### config.mk
export PLATFORM = sky130hd
export DESIGN_NAME = cacheline_mem_arbiter
export DESIGN_NICKNAME = d
export VERILOG_FILES = /design/src/rtl/cacheline_mem_arbiter.sv
export SDC_FILE = /design/constraint.sdc
export NUM_CORES = 1
export LEC_CHECK = 0
export ABC_AREA = 1
export ABC_CLOCK_PERIOD_IN_PS = 1900
export CORE_AREA = 3 3 537 539
export CTS_CLUSTER_SIZE = 24
export DETAILED_ROUTE_END_ITERATION = 8
export DIE_AREA = 0 0 540 542
export SKIP_CTS_REPAIR_TIMING = 1
export SLEW_MARGIN = 20
export SYNTH_ARGS = -nofsm -noshare
export SYNTH_HDL_FRONTEND = slang
export SYNTH_SLANG_ARGS = --single-unit
export TNS_END_PERCENT = 20
### constraint.sdc
create_clock -name clk -period 1.9 [get_ports clk]
set_clock_uncertainty 0.15 [all_clocks]
set_input_delay 0.285 -clock clk [delete_from_list [all_inputs] [get_ports clk]]
set_output_delay 0.285 -clock clk [all_outputs]
set_load 0.1 [all_outputs]
### src/rtl/cacheline_mem_arbiter.sv
`default_nettype none
// ============================================================================
// Module   : cacheline_mem_arbiter
// Purpose  : Shares one cacheline-wide memory port between the I-cache miss
//            port (read-only) and the D-cache miss/writeback port.
// Revision : 1.0 - initial release
// ============================================================================
module cacheline_mem_arbiter #(
    parameter int ADDR_W    = 32,
    parameter int LINE_W    = 256,
    parameter int PRIO_MODE = 0
) (
    input  logic              clk,
    input  logic              rst_n,
    input  logic              i_read,
    input  logic [ADDR_W-1:0] i_address,
    output logic [LINE_W-1:0] i_rdata,
    output logic              i_resp,
    input  logic              d_read,
    input  logic              d_write,
    input  logic [ADDR_W-1:0] d_address,
    input  logic [LINE_W-1:0] d_wdata,
    output logic [LINE_W-1:0] d_rdata,
    output logic              d_resp,
    output logic              mem_read,
    output logic              mem_write,
    output logic [ADDR_W-1:0] mem_address,
    output logic [LINE_W-1:0] mem_wdata,
    input  logic [LINE_W-1:0] mem_rdata,
    input  logic              mem_resp,
    output logic              proto_err
);

    localparam logic [ADDR_W-1:0] c_ALIGN_MASK = ~ADDR_W'(LINE_W / 8 - 1);

    typedef enum logic [1:0] {
        ST_IDLE    = 2'd0,
        ST_SERVE_I = 2'd1,
        ST_SERVE_D = 2'd2
    } state_t;

    state_t            r_state;
    logic              r_last_d;
    logic              r_mem_read;
    logic              r_mem_write;
    logic [ADDR_W-1:0] r_mem_address;
    logic [LINE_W-1:0] r_mem_wdata;
    logic              r_proto_err;

    logic w_i_req;
    logic w_d_req;
    logic w_grant_d;
    logic w_i_resp;
    logic w_d_resp;

    assign w_i_req = i_read;
    assign w_d_req = d_read | d_write;

    // On a tie in round-robin mode the side that was not served last wins.
    always_comb begin
        w_grant_d = 1'b0;
        if (w_d_req && !w_i_req) begin
            w_grant_d = 1'b1;
        end else if (w_d_req && w_i_req) begin
            if (PRIO_MODE == 1) begin
                w_grant_d = 1'b1;
            end else if (PRIO_MODE == 2) begin
                w_grant_d = 1'b0;
            end else begin
                w_grant_d = !r_last_d;
            end
        end
    end

    always_ff @(posedge clk or negedge rst_n) begin
        if (!rst_n) begin
            r_state       <= ST_IDLE;
            r_last_d      <= 1'b0;
            r_mem_read    <= 1'b0;
            r_mem_write   <= 1'b0;
            r_mem_address <= '0;
            r_mem_wdata   <= '0;
            r_proto_err   <= 1'b0;
        end else begin
            if (d_read && d_write) begin
                r_proto_err <= 1'b1;
            end
            case (r_state)
                ST_IDLE: begin
                    if (w_i_req || w_d_req) begin
                        r_last_d <= w_grant_d;
                        if (w_grant_d) begin
                            // A simultaneous read+write is performed as a writeback.
                            r_state       <= ST_SERVE_D;
                            r_mem_read    <= !d_write;
                            r_mem_write   <= d_write;
                            r_mem_address <= d_address & c_ALIGN_MASK;
                            r_mem_wdata   <= d_write ? d_wdata : '0;
                        end else begin
                            r_state       <= ST_SERVE_I;
                            r_mem_read    <= 1'b1;
                            r_mem_write   <= 1'b0;
                            r_mem_address <= i_address & c_ALIGN_MASK;
                            r_mem_wdata   <= '0;
                        end
                    end
                end
                ST_SERVE_I, ST_SERVE_D: begin
                    if (mem_resp) begin
                        r_state       <= ST_IDLE;
                        r_mem_read    <= 1'b0;
                        r_mem_write   <= 1'b0;
                        r_mem_address <= '0;
                        r_mem_wdata   <= '0;
                    end
                end
                default: begin
                    r_state <= ST_IDLE;
                end
            endcase
        end
    end

    assign w_i_resp = (r_state == ST_SERVE_I) && mem_resp;
    assign w_d_resp = (r_state == ST_SERVE_D) && mem_resp;

    assign i_resp      = w_i_resp;
    assign d_resp      = w_d_resp;
    assign i_rdata     = w_i_resp ? mem_rdata : '0;
    assign d_rdata     = w_d_resp ? mem_rdata : '0;
    assign mem_read    = r_mem_read;
    assign mem_write   = r_mem_write;
    assign mem_address = r_mem_address;
    assign mem_wdata   = r_mem_wdata;
    assign proto_err   = r_proto_err;

endmodule
`default_nettype wire
==> metrics.txt, run 1 <==
detailed-route wire length=201 mm; drt initial violations=1963; Pwr Density=1860 mW/mm^2; clk_lat worst skew=0.65 ns; Die X-Extent=540 um; DR DRC count=0; top area cells in the synthesized netlist=dfrtp_1, nand2_1, nor2_1; cell taking the most area after synthesis=dfrtp_1; crit path DAT=2.30 ns; Gate Count Post-Synth=2787; share of layout cells above drive strength 1=34.0%; flip-flop and latch count after synthesis=289; grt ovf=0; CORE AREA=0.284 mm^2; final setup violation count=800; static leakage=20.1 nW; WS Path Type=register to output port; Req. time, crit path=1.46 ns; Max Cap Viol=0; clock transition at the registers of the reported paths=0.06 ns; I/O pin count=1387; total track usage=12.9%; Via Count=24300; relative slew slack=60.5%; Area Growth Syn to Fin=184%; top cell type's share of synthesized area=41.9%; first-pass GRT wire length=248 mm; H-tree depth=2; worst slew pin tran=0.592 ns; Crit. End Element=output port; CTS Root Cell=clkbuf_16; final period utilization=144%; slack of the critical path=-0.839 ns; predominant post-synthesis flop cell=dfrtp_1; vias in the first global route=22900; Die ar.=0.293 mm^2; syn_area_per_cell=6.20 um^2; DRT Pass-1 Iters=9; largest net degree at the start of global routing=73; initial antenna violation count=115; Synth Cell Area=0.0173 mm^2; gpl congestion=0.934; clk sinks=289; WL per Instance=25.0 um; buffer depth of the longest clock path=3; vias per cell=3.02; post-synthesis async set-or-reset flop share=100%; Worst Hold Class=input port to register; RSZ-0062 raised after global routing=true; DP HPWL=180 mm; Post-synth EDFFs=0; CTS tree=yes; Synth top cells by count=nand2_1, nor2_1, inv_1, dfrtp_1, o21ai_0; Starting Density=6.07%; Tmin final=2.74 ns; f_max=365 MHz; # rows=196; Max FO, Critical Path=20; antenna viol nets, final=0; count of pins over their slew limit=0; Max VDD drop=1.69 mV; Layout Nets=4816; Fin Hold WS=0.0161 ns; final core utilization=17.2%; Port Buffers=1371; failing checks=setup timing; run status=finished with violations; Synth Warn #=0; Final Hold Vio Count=0; sequential element share of the synthesized area=41.9%; post-synthesis cell type count=20; total CTS buffers=39; element type at the critical path start=register; most frequent cell after synthesis=nand2_1; Die H=542 um
==> layer usage <==
metal / routed length [um] / up-vias / global-route usage, %
li1: - / 11200 / -
met1: 71700 / 11300 / 13.8
met2: 91500 / 1434 / 21.1
met3: 30200 / 325 / 8.23
met4: 7330 / 26 / 3.69
met5: 161 / - / 0
==> sequential cells by signal, indices dropped and copies added (netlist names) <==
register,flops
r_state,2
mem_wdata,256
mem_address,27
r_last_d,1
mem_write,1
mem_read,1
proto_err,1
==> worst max-delay path: stages (launching register included) <==
cell and delay, ns:
dfrtp_1 0.40, inv_2 0.08, ha_4 0.15, nand2_8 0.09, buf_16 0.20, buf_4 0.24
nor2_1 0.19, buf_12 0.21
==> cell type report <==
class,instances,area (um^2)
clock inverter,17,223
fill,31600,235000
sequential,289,7230
inverter,320,1210
multi-input combinational,1962,9880
timing repair buffer,1619,24600
clock buffer,52,1130
antenna,16,40.0
tap,3762,4710
==> metrics by stage <==
step / power (mW) / cell area [um^2] / cells / setup slack, ns / setup TNS, ns
floorplan: 50.1 / 18600 / 2791 / -0.866 / -321.52
global placement: 82.5 / 46000 / 7919 / -0.991 / -478.40
global route: 95.2 / 49000 / 8033 / -0.961 / -582.25
CTS: 91.2 / 47400 / 7988 / -1.26 / -584.08
detailed placement: 82.5 / 46000 / 7919 / -1.01 / -471.16
finish: 91.3 / 49000 / 8037 / -0.839 / -486.68
==> logic make-up after synthesis <==
kind of cell	after synthesis	share of synthesized area, %
AO/OA/AOI/OAI	290	8.42
AND/OR/NAND/NOR	1664	36.7
buffers and inverters	540	12.8
flip-flops	289	41.9
other	1	0.0217
adder cells (fa/ha/maj)	3	0.217
==> power by group <==
part | switching (mW) | total [mW] | internal (mW)
Clock | 3.43 | 8.19 | 4.76
Sequential | 3.24 | 12.1 | 8.81
Combinational | 48.8 | 71.1 | 22.3
Total | 55.4 | 91.3 | 35.9
==> worst paths after layout <==
check                                                   to  cells after the start                       start  slack (ns)
worst min-delay path                  r_last_d$_DFFE_PN0P_                      4                     d_write        0.02
min in group asynchronous       mem_wdata[246]$_DFFE_PN0P_                      2                       rst_n        0.05
worst min register to register  mem_address[6]$_DFFE_PN0P_                      2  mem_address[6]$_DFFE_PN0P_        0.36
max in group asynchronous       mem_wdata[167]$_DFFE_PN0P_                      3                       rst_n        0.86
worst max register to register  mem_wdata[221]$_DFFE_PN0P_                      9      r_state[0]$_DFFE_PN0P_       -0.48
worst max-delay path                          i_rdata[237]                      7      r_state[1]$_DFFE_PN0P_       -0.84
==> layout by cell type, fill, tap and decap left out, types with 2 or more instances in the layout <==
cell | netlist | routed
buf_12 | 0 | 848
nand2_1 | 835 | 831
clkdlybuf4s50_1 | 0 | 569
nor2_1 | 768 | 446
inv_1 | 319 | 317
dfrtp_1 | 289 | 289
nor2_4 | 0 | 230
o21ai_0 | 220 | 220
buf_4 | 6 | 161
nor2_2 | 1 | 93
o21ai_1 | 68 | 67
nand3_1 | 57 | 57
clkbuf_16 | 0 | 46
buf_6 | 12 | 17
diode_2 | 0 | 16
clkbuf_8 | 0 | 11
buf_8 | 0 | 8
buf_16 | 0 | 7
inv_6 | 0 | 6
conb_1 | 1 | 5
bufinv_16 | 0 | 4
clkinv_2 | 0 | 3
nand2_8 | 0 | 2
inv_8 | 0 | 2
nand2_2 | 0 | 2
inv_2 | 1 | 2
ha_4 | 0 | 2
clkbuf_1 | 138 | 2
clkinvlp_4 | 0 | 2
dlygate4sd3_1 | 0 | 2
Power figures use the tool's default switching activity.
==> inputs of run 2 (changes only) <==
- SLEW_MARGIN: 20 -> 5
==> results of run 2 <==
Final layout, timing and power as in run 1 (identical DEF).
